### config.mk
export PLATFORM = sky130hd
export DESIGN_NAME = alu_exec_unit
export DESIGN_NICKNAME = d
export VERILOG_FILES = /design/src/rtl/alu_exec_unit.sv
export SDC_FILE = /design/constraint.sdc
export NUM_CORES = 1
export LEC_CHECK = 0
export CAP_MARGIN = 25
export CORE_ASPECT_RATIO = 0.5
export CORE_MARGIN = 5
export CORE_UTILIZATION = 54
export CTS_CLUSTER_DIAMETER = 60
export DETAILED_ROUTE_END_ITERATION = 7
export HOLD_SLACK_MARGIN = 0.08
export PLACE_DENSITY = 0.85
export REMOVE_ABC_BUFFERS = 1
export SLEW_MARGIN = 20
export SYNTH_ARGS = -nofsm -noshare
export SYNTH_HDL_FRONTEND = slang
export SYNTH_SLANG_ARGS = --single-unit
export TNS_END_PERCENT = 1
### constraint.sdc
create_clock -name clk_i -period 6.4 [get_ports clk_i]
set_input_delay 1.28 -clock clk_i [delete_from_list [all_inputs] [get_ports clk_i]]
set_output_delay 1.28 -clock clk_i [all_outputs]
set_load 0.03 [all_outputs]
### src/rtl/alu_exec_unit.sv
// EX-stage ALU: single-cycle ops registered one cycle after issue; optional iterative
// shift-add MUL (code 0101) built only when ALU_MUL_EN is defined.
module alu_exec_unit #(
  parameter int DATA_W  = 32,
  parameter int SHAMT_W = 5
) (
  input  logic              clk_i,
  input  logic              rst_i,
  input  logic              start_i,
  input  logic [3:0]        ALUCtrl_i,
  input  logic [DATA_W-1:0] data1_i,
  input  logic [DATA_W-1:0] data2_i,
  output logic [DATA_W-1:0] data_o,
  output logic              zero_o,
  output logic              valid_o,
  output logic              busy_o
);

  logic [DATA_W-1:0]  alu_res;
  logic [SHAMT_W-1:0] shamt;

  logic [DATA_W-1:0] data_q, data_d;
  logic              zero_q, zero_d;
  logic              valid_q, valid_d;

  assign shamt = data2_i[SHAMT_W-1:0];

  // Add-class codes (ADD/ADDI/LW/SW) share the adder; BEQ reuses subtract so zero_o flags equality.
  always_comb begin
    alu_res = '0;
    case (ALUCtrl_i)
      4'b0000: alu_res = data1_i & data2_i;
      4'b0001: alu_res = data1_i ^ data2_i;
      4'b0010: alu_res = data1_i << shamt;
      4'b0011, 4'b0110,
      4'b1000, 4'b1001: alu_res = data1_i + data2_i;
      4'b0100, 4'b1010: alu_res = data1_i - data2_i;
      4'b0111: alu_res = DATA_W'($signed(data1_i) >>> shamt);
      4'b1011: alu_res = data1_i | data2_i;
      default: alu_res = '0;
    endcase
  end

`ifdef ALU_MUL_EN
  localparam int CNT_W = $clog2(DATA_W);

  typedef enum logic {S_IDLE, S_MUL} state_t;

  state_t            state_q, state_d;
  logic [DATA_W-1:0] mcand_q, mcand_d;
  logic [DATA_W-1:0] mplier_q, mplier_d;
  logic [DATA_W-1:0] acc_q, acc_d;
  logic [DATA_W-1:0] acc_next;
  logic [CNT_W-1:0]  cnt_q, cnt_d;
  logic              busy_q, busy_d;

  assign acc_next = acc_q + (mplier_q[0] ? mcand_q : '0);

  always_comb begin
    state_d  = state_q;
    mcand_d  = mcand_q;
    mplier_d = mplier_q;
    acc_d    = acc_q;
    cnt_d    = cnt_q;
    busy_d   = busy_q;
    data_d   = data_q;
    zero_d   = zero_q;
    valid_d  = 1'b0;
    case (state_q)
      S_IDLE: begin
        if (start_i) begin
          if (ALUCtrl_i == 4'b0101) begin
            mcand_d  = data1_i;
            mplier_d = data2_i;
            acc_d    = '0;
            cnt_d    = '0;
            busy_d   = 1'b1;
            state_d  = S_MUL;
          end else begin
            data_d  = alu_res;
            zero_d  = (alu_res == '0);
            valid_d = 1'b1;
          end
        end
      end
      S_MUL: begin
        acc_d    = acc_next;
        mcand_d  = mcand_q << 1;
        mplier_d = mplier_q >> 1;
        cnt_d    = cnt_q + CNT_W'(1);
        // Last iteration retires directly so the caller sees the product without an extra bubble.
        if (cnt_q == CNT_W'(DATA_W - 1)) begin
          data_d  = acc_next;
          zero_d  = (acc_next == '0);
          valid_d = 1'b1;
          busy_d  = 1'b0;
          state_d = S_IDLE;
        end
      end
      default: state_d = S_IDLE;
    endcase
  end

  always_ff @(posedge clk_i) begin
    if (rst_i) begin
      state_q  <= S_IDLE;
      mcand_q  <= '0;
      mplier_q <= '0;
      acc_q    <= '0;
      cnt_q    <= '0;
      busy_q   <= 1'b0;
    end else begin
      state_q  <= state_d;
      mcand_q  <= mcand_d;
      mplier_q <= mplier_d;
      acc_q    <= acc_d;
      cnt_q    <= cnt_d;
      busy_q   <= busy_d;
    end
  end

  assign busy_o = busy_q;
`else
  // Without the multiplier, 0101 decodes to zero like any unsupported code.
  always_comb begin
    data_d  = data_q;
    zero_d  = zero_q;
    valid_d = 1'b0;
    if (start_i) begin
      data_d  = alu_res;
      zero_d  = (alu_res == '0);
      valid_d = 1'b1;
    end
  end

  assign busy_o = 1'b0;
`endif

  always_ff @(posedge clk_i) begin
    if (rst_i) begin
      data_q  <= '0;
      zero_q  <= 1'b1;
      valid_q <= 1'b0;
    end else begin
      data_q  <= data_d;
      zero_q  <= zero_d;
      valid_q <= valid_d;
    end
  end

  assign data_o  = data_q;
  assign zero_o  = zero_q;
  assign valid_o = valid_q;

endmodule
==> impl_results.md <==
- First-pass GRT wire length: 70.47 mm
- Final nets: 1575
- ANT nets after route: 0
- Largest net degree at the start of global routing: 62
- Max Cap Violations: 0
- TritonRoute pass-1 iters: 6
- Number of vias per cell: 7.392
- Syn Area/Cell: 7.486 µm²
- Leakage: 0.004806 µW
- Worst skew pair latency: 0.27 ns
- Register area share after synthesis: 6.786%
- WS Path Type: in2reg
- Met3 WL post-DR: 8.932 mm
- Post-route cell area: 0.01153 mm²
- Ratio of cells with drive above 1 in the final layout: 13.15%
- IO Port Bufs: 104
- # clock sinks: 34
- GR Overflow Total: 0
- Arr. time, crit path: 6.37 ns
- Met1 wire length: 18.64 mm
- Die width: 202.7 µm
- Minimum clock period after layout: 6.178 ns
- Final wirelength: 47.89 mm
- Row count: 35
- Crit end category: register
- DP HPWL: 37.78 mm
- FF+latch area: 680.7 µm²
- Area grow syn2layout: 14.91%
- Clock transition at path regs: 0.06 ns
- Multi-input gate area: 0.008542 mm²
- Commonest non-fill, non-tap cell in the layout: nand2_1
- Num CTS Buffers: 5
- Status: completed
- H-tree levels: 2
- Ports: 106
- Highest routed layer: met4
- Post-CTS Setup Inserts: 0
- Initial antenna violation count: 1
- Met2 routed WL: 18.72 mm
- DRC: 0
- Filler instances: 1618
- Worst Tran Pin Value: 1.047 ns
- Clock skew: 0 ns
- Synthesis-stage register bit count: 34
- Die height: 106.4 µm
- Total track usage: 42.41%
- Ys async rst share: 0%
- Post-Synthesis Cells: 1340
- Power per cell area: 143.0 mW/mm²
- Endpoints failing setup: 0
- Final Hold Violating Endpoints: 0
- DR vias: 12175
- Mapped Area: 0.01003 mm²
- Critical-path maximum fanout: 4
- Tcrit/Tclk final: 96.53%
- Core area: 0.01831 mm²
- Most frequent cells in the layout: nand2_1 (123), nor2_1 (121), ha_1 (97), clkdlybuf4s50_1 (97), a21oi_1 (89)
- Kind of start point of the critical path: primary input
- Die footprint: 0.02157 mm²
- Maximum clock insertion buffer count: 2
- Worst hold-check path type: reg2reg
- Req. time, crit path: 6.60 ns
- Dpl cell area: 0.01136 mm²
- Slew Limit Fails: 0
- N_diodes: 0
- Worst hold margin: 0.4793 ns
- Vias in the first global route: 11109
- Iteration-0 DRC Markers: 2093
- Synth cell types: 89
- Routed wire per std cell: 29.08 µm
- EDFF count, synth: 0
- Layout Utilization: 62.97%
- RSZ-0062 raised after global routing: no
- Syn. warnings: 0
- Routability-driven placement congestion ratio: 1.153
- Max VDD drop: 0.0001074 V
- Ys flop type: dfxtp_1
- CTS tree: built
- Clock Tree Root: clkbuf_16
- Starting Density: 54.80%
- FMAX: 161.9 MHz
- Worst rel slew slack: 30.21%
[through the flow]
step / setup TNS [ns] / std cells / power (µW) / setup slack, ns
detailed placement: -0.1542 / 1639 / 1346 / -0.1542
global placement: 0 / 1638 / 1323 / 0.04390
finish: 0 / 1647 / 1648 / 0.2219
CTS: 0 / 1647 / 1593 / 0.1147
floorplan: 0 / 1221 / 868.6 / 0.4154
global route: 0 / 1647 / 1714 / 0.01746
[path summary, 6_finish.rpt]
path	start	endpoint	slack, ns	cells past startpoint
worst min-delay path	data_o[11]	data_o[11]	0.48	2
worst min register to register	data_o[11]	data_o[11]	0.48	2
worst max-delay path	data2_i[12]	zero_o	0.22	17
worst max register to register	data_o[13]	data_o[13]	5.59	2
[cells by family (layout without fill, tap and decap cells)]
family          count (synthesis)  in the layout  synth area share, %
compound gates                417            417                27.97
simple gates                  396            396                18.64
buf+inv                       196            263                8.332
mux                           151            151                21.77
fa+ha+maj                      98             98                12.30
xor+xnor                       47             47                4.179
flops                          34             34                6.786
other cells                     1              1              0.03738
[registers in the layout, indices dropped and copies added, names as in the netlist]
| register | flops |
|---|---|
| valid_o | 1 |
| data_o | 32 |
| zero_o | 1 |
[worst max-delay path, cell delays in order]
cell and delay [ns]:
clkdlybuf4s50_1 0.47, or4_4 0.59, or4_4 0.46, or4_4 0.48
nor3_2 0.19, a31oi_1 0.13, xnor2_1 0.15, ha_1 0.32
a21o_1 0.19, a31oi_1 0.23, nor3_1 0.11, nor3_2 0.17
o311ai_0 0.18, a311oi_2 0.49, o21ai_0 0.19, or4_1 0.51
o31ai_2 0.24
[Yosys cell counts, drive strengths merged, types with 6 or more instances]
library cell / number / area share [%]
nand2: 123 / 4.6
nor2: 121 / 4.5
ha: 97 / 12
a21oi: 90 / 4.5
mux2i: 79 / 7.9
clkbuf: 77 / 2.9
inv: 76 / 2.8
o21ai: 70 / 3.5
mux4: 51 / 12
buf: 42 / 2.6
a211oi: 39 / 2.9
o22ai: 39 / 2.4
xnor2: 37 / 3.3
dfxtp: 34 / 6.8
nor3: 32 / 1.7
nand3: 26 / 1.3
a31oi: 23 / 1.4
mux2: 21 / 2.4
nand4: 19 / 1.2
o211ai: 19 / 1.4
a21o: 16 / 1.2
nor2b: 14 / 0.87
a22oi: 11 / 0.82
nand2b: 11 / 0.69
o31ai: 11 / 0.87
a211o: 10 / 0.87
xor2: 10 / 0.87
a221oi: 9 / 0.79
or3: 9 / 0.56
or4: 8 / 0.71
o221ai: 7 / 0.61
a21boi: 6 / 0.45
nor4: 6 / 0.37
o2111ai: 6 / 0.52
o21a: 6 / 0.45
[cell type report]
class | count | share of cell area, %
Tap cell | 240 | 2.605
Clock buffer | 6 | 1.205
Clock inverter | 2 | 0.1086
Sequential cell | 34 | 5.905
Timing Repair Buffer | 178 | 13.56
Multi-Input combinational cell | 1110 | 74.11
Inverter | 77 | 2.508
[report_power, final]
group	leakage [µW]	total, µW	internal (µW)	switching (µW)
Sequential	0.000281	241	231	10.2
Combinational	0.00445	1160	441	721
Clock	0.0000729	244	154	89.8
[what timing repair did]
item                                    4_1_cts  5_1_grt
endpoints found under the setup margin        0        1
hold buffers                                  0        0
resized for setup                             0        3
[metal layers]
| metal | up-vias | global-route usage (%) |
|---|---|---|
| met1 | 5732 | 59.29 |
| met2 | 1103 | 59.35 |
| met5 | - | 0 |
| met3 | 158 | 18.10 |
| met4 | 0 | 11.62 |
| li1 | 5182 | - |
Power figures use the tool's default switching activity.
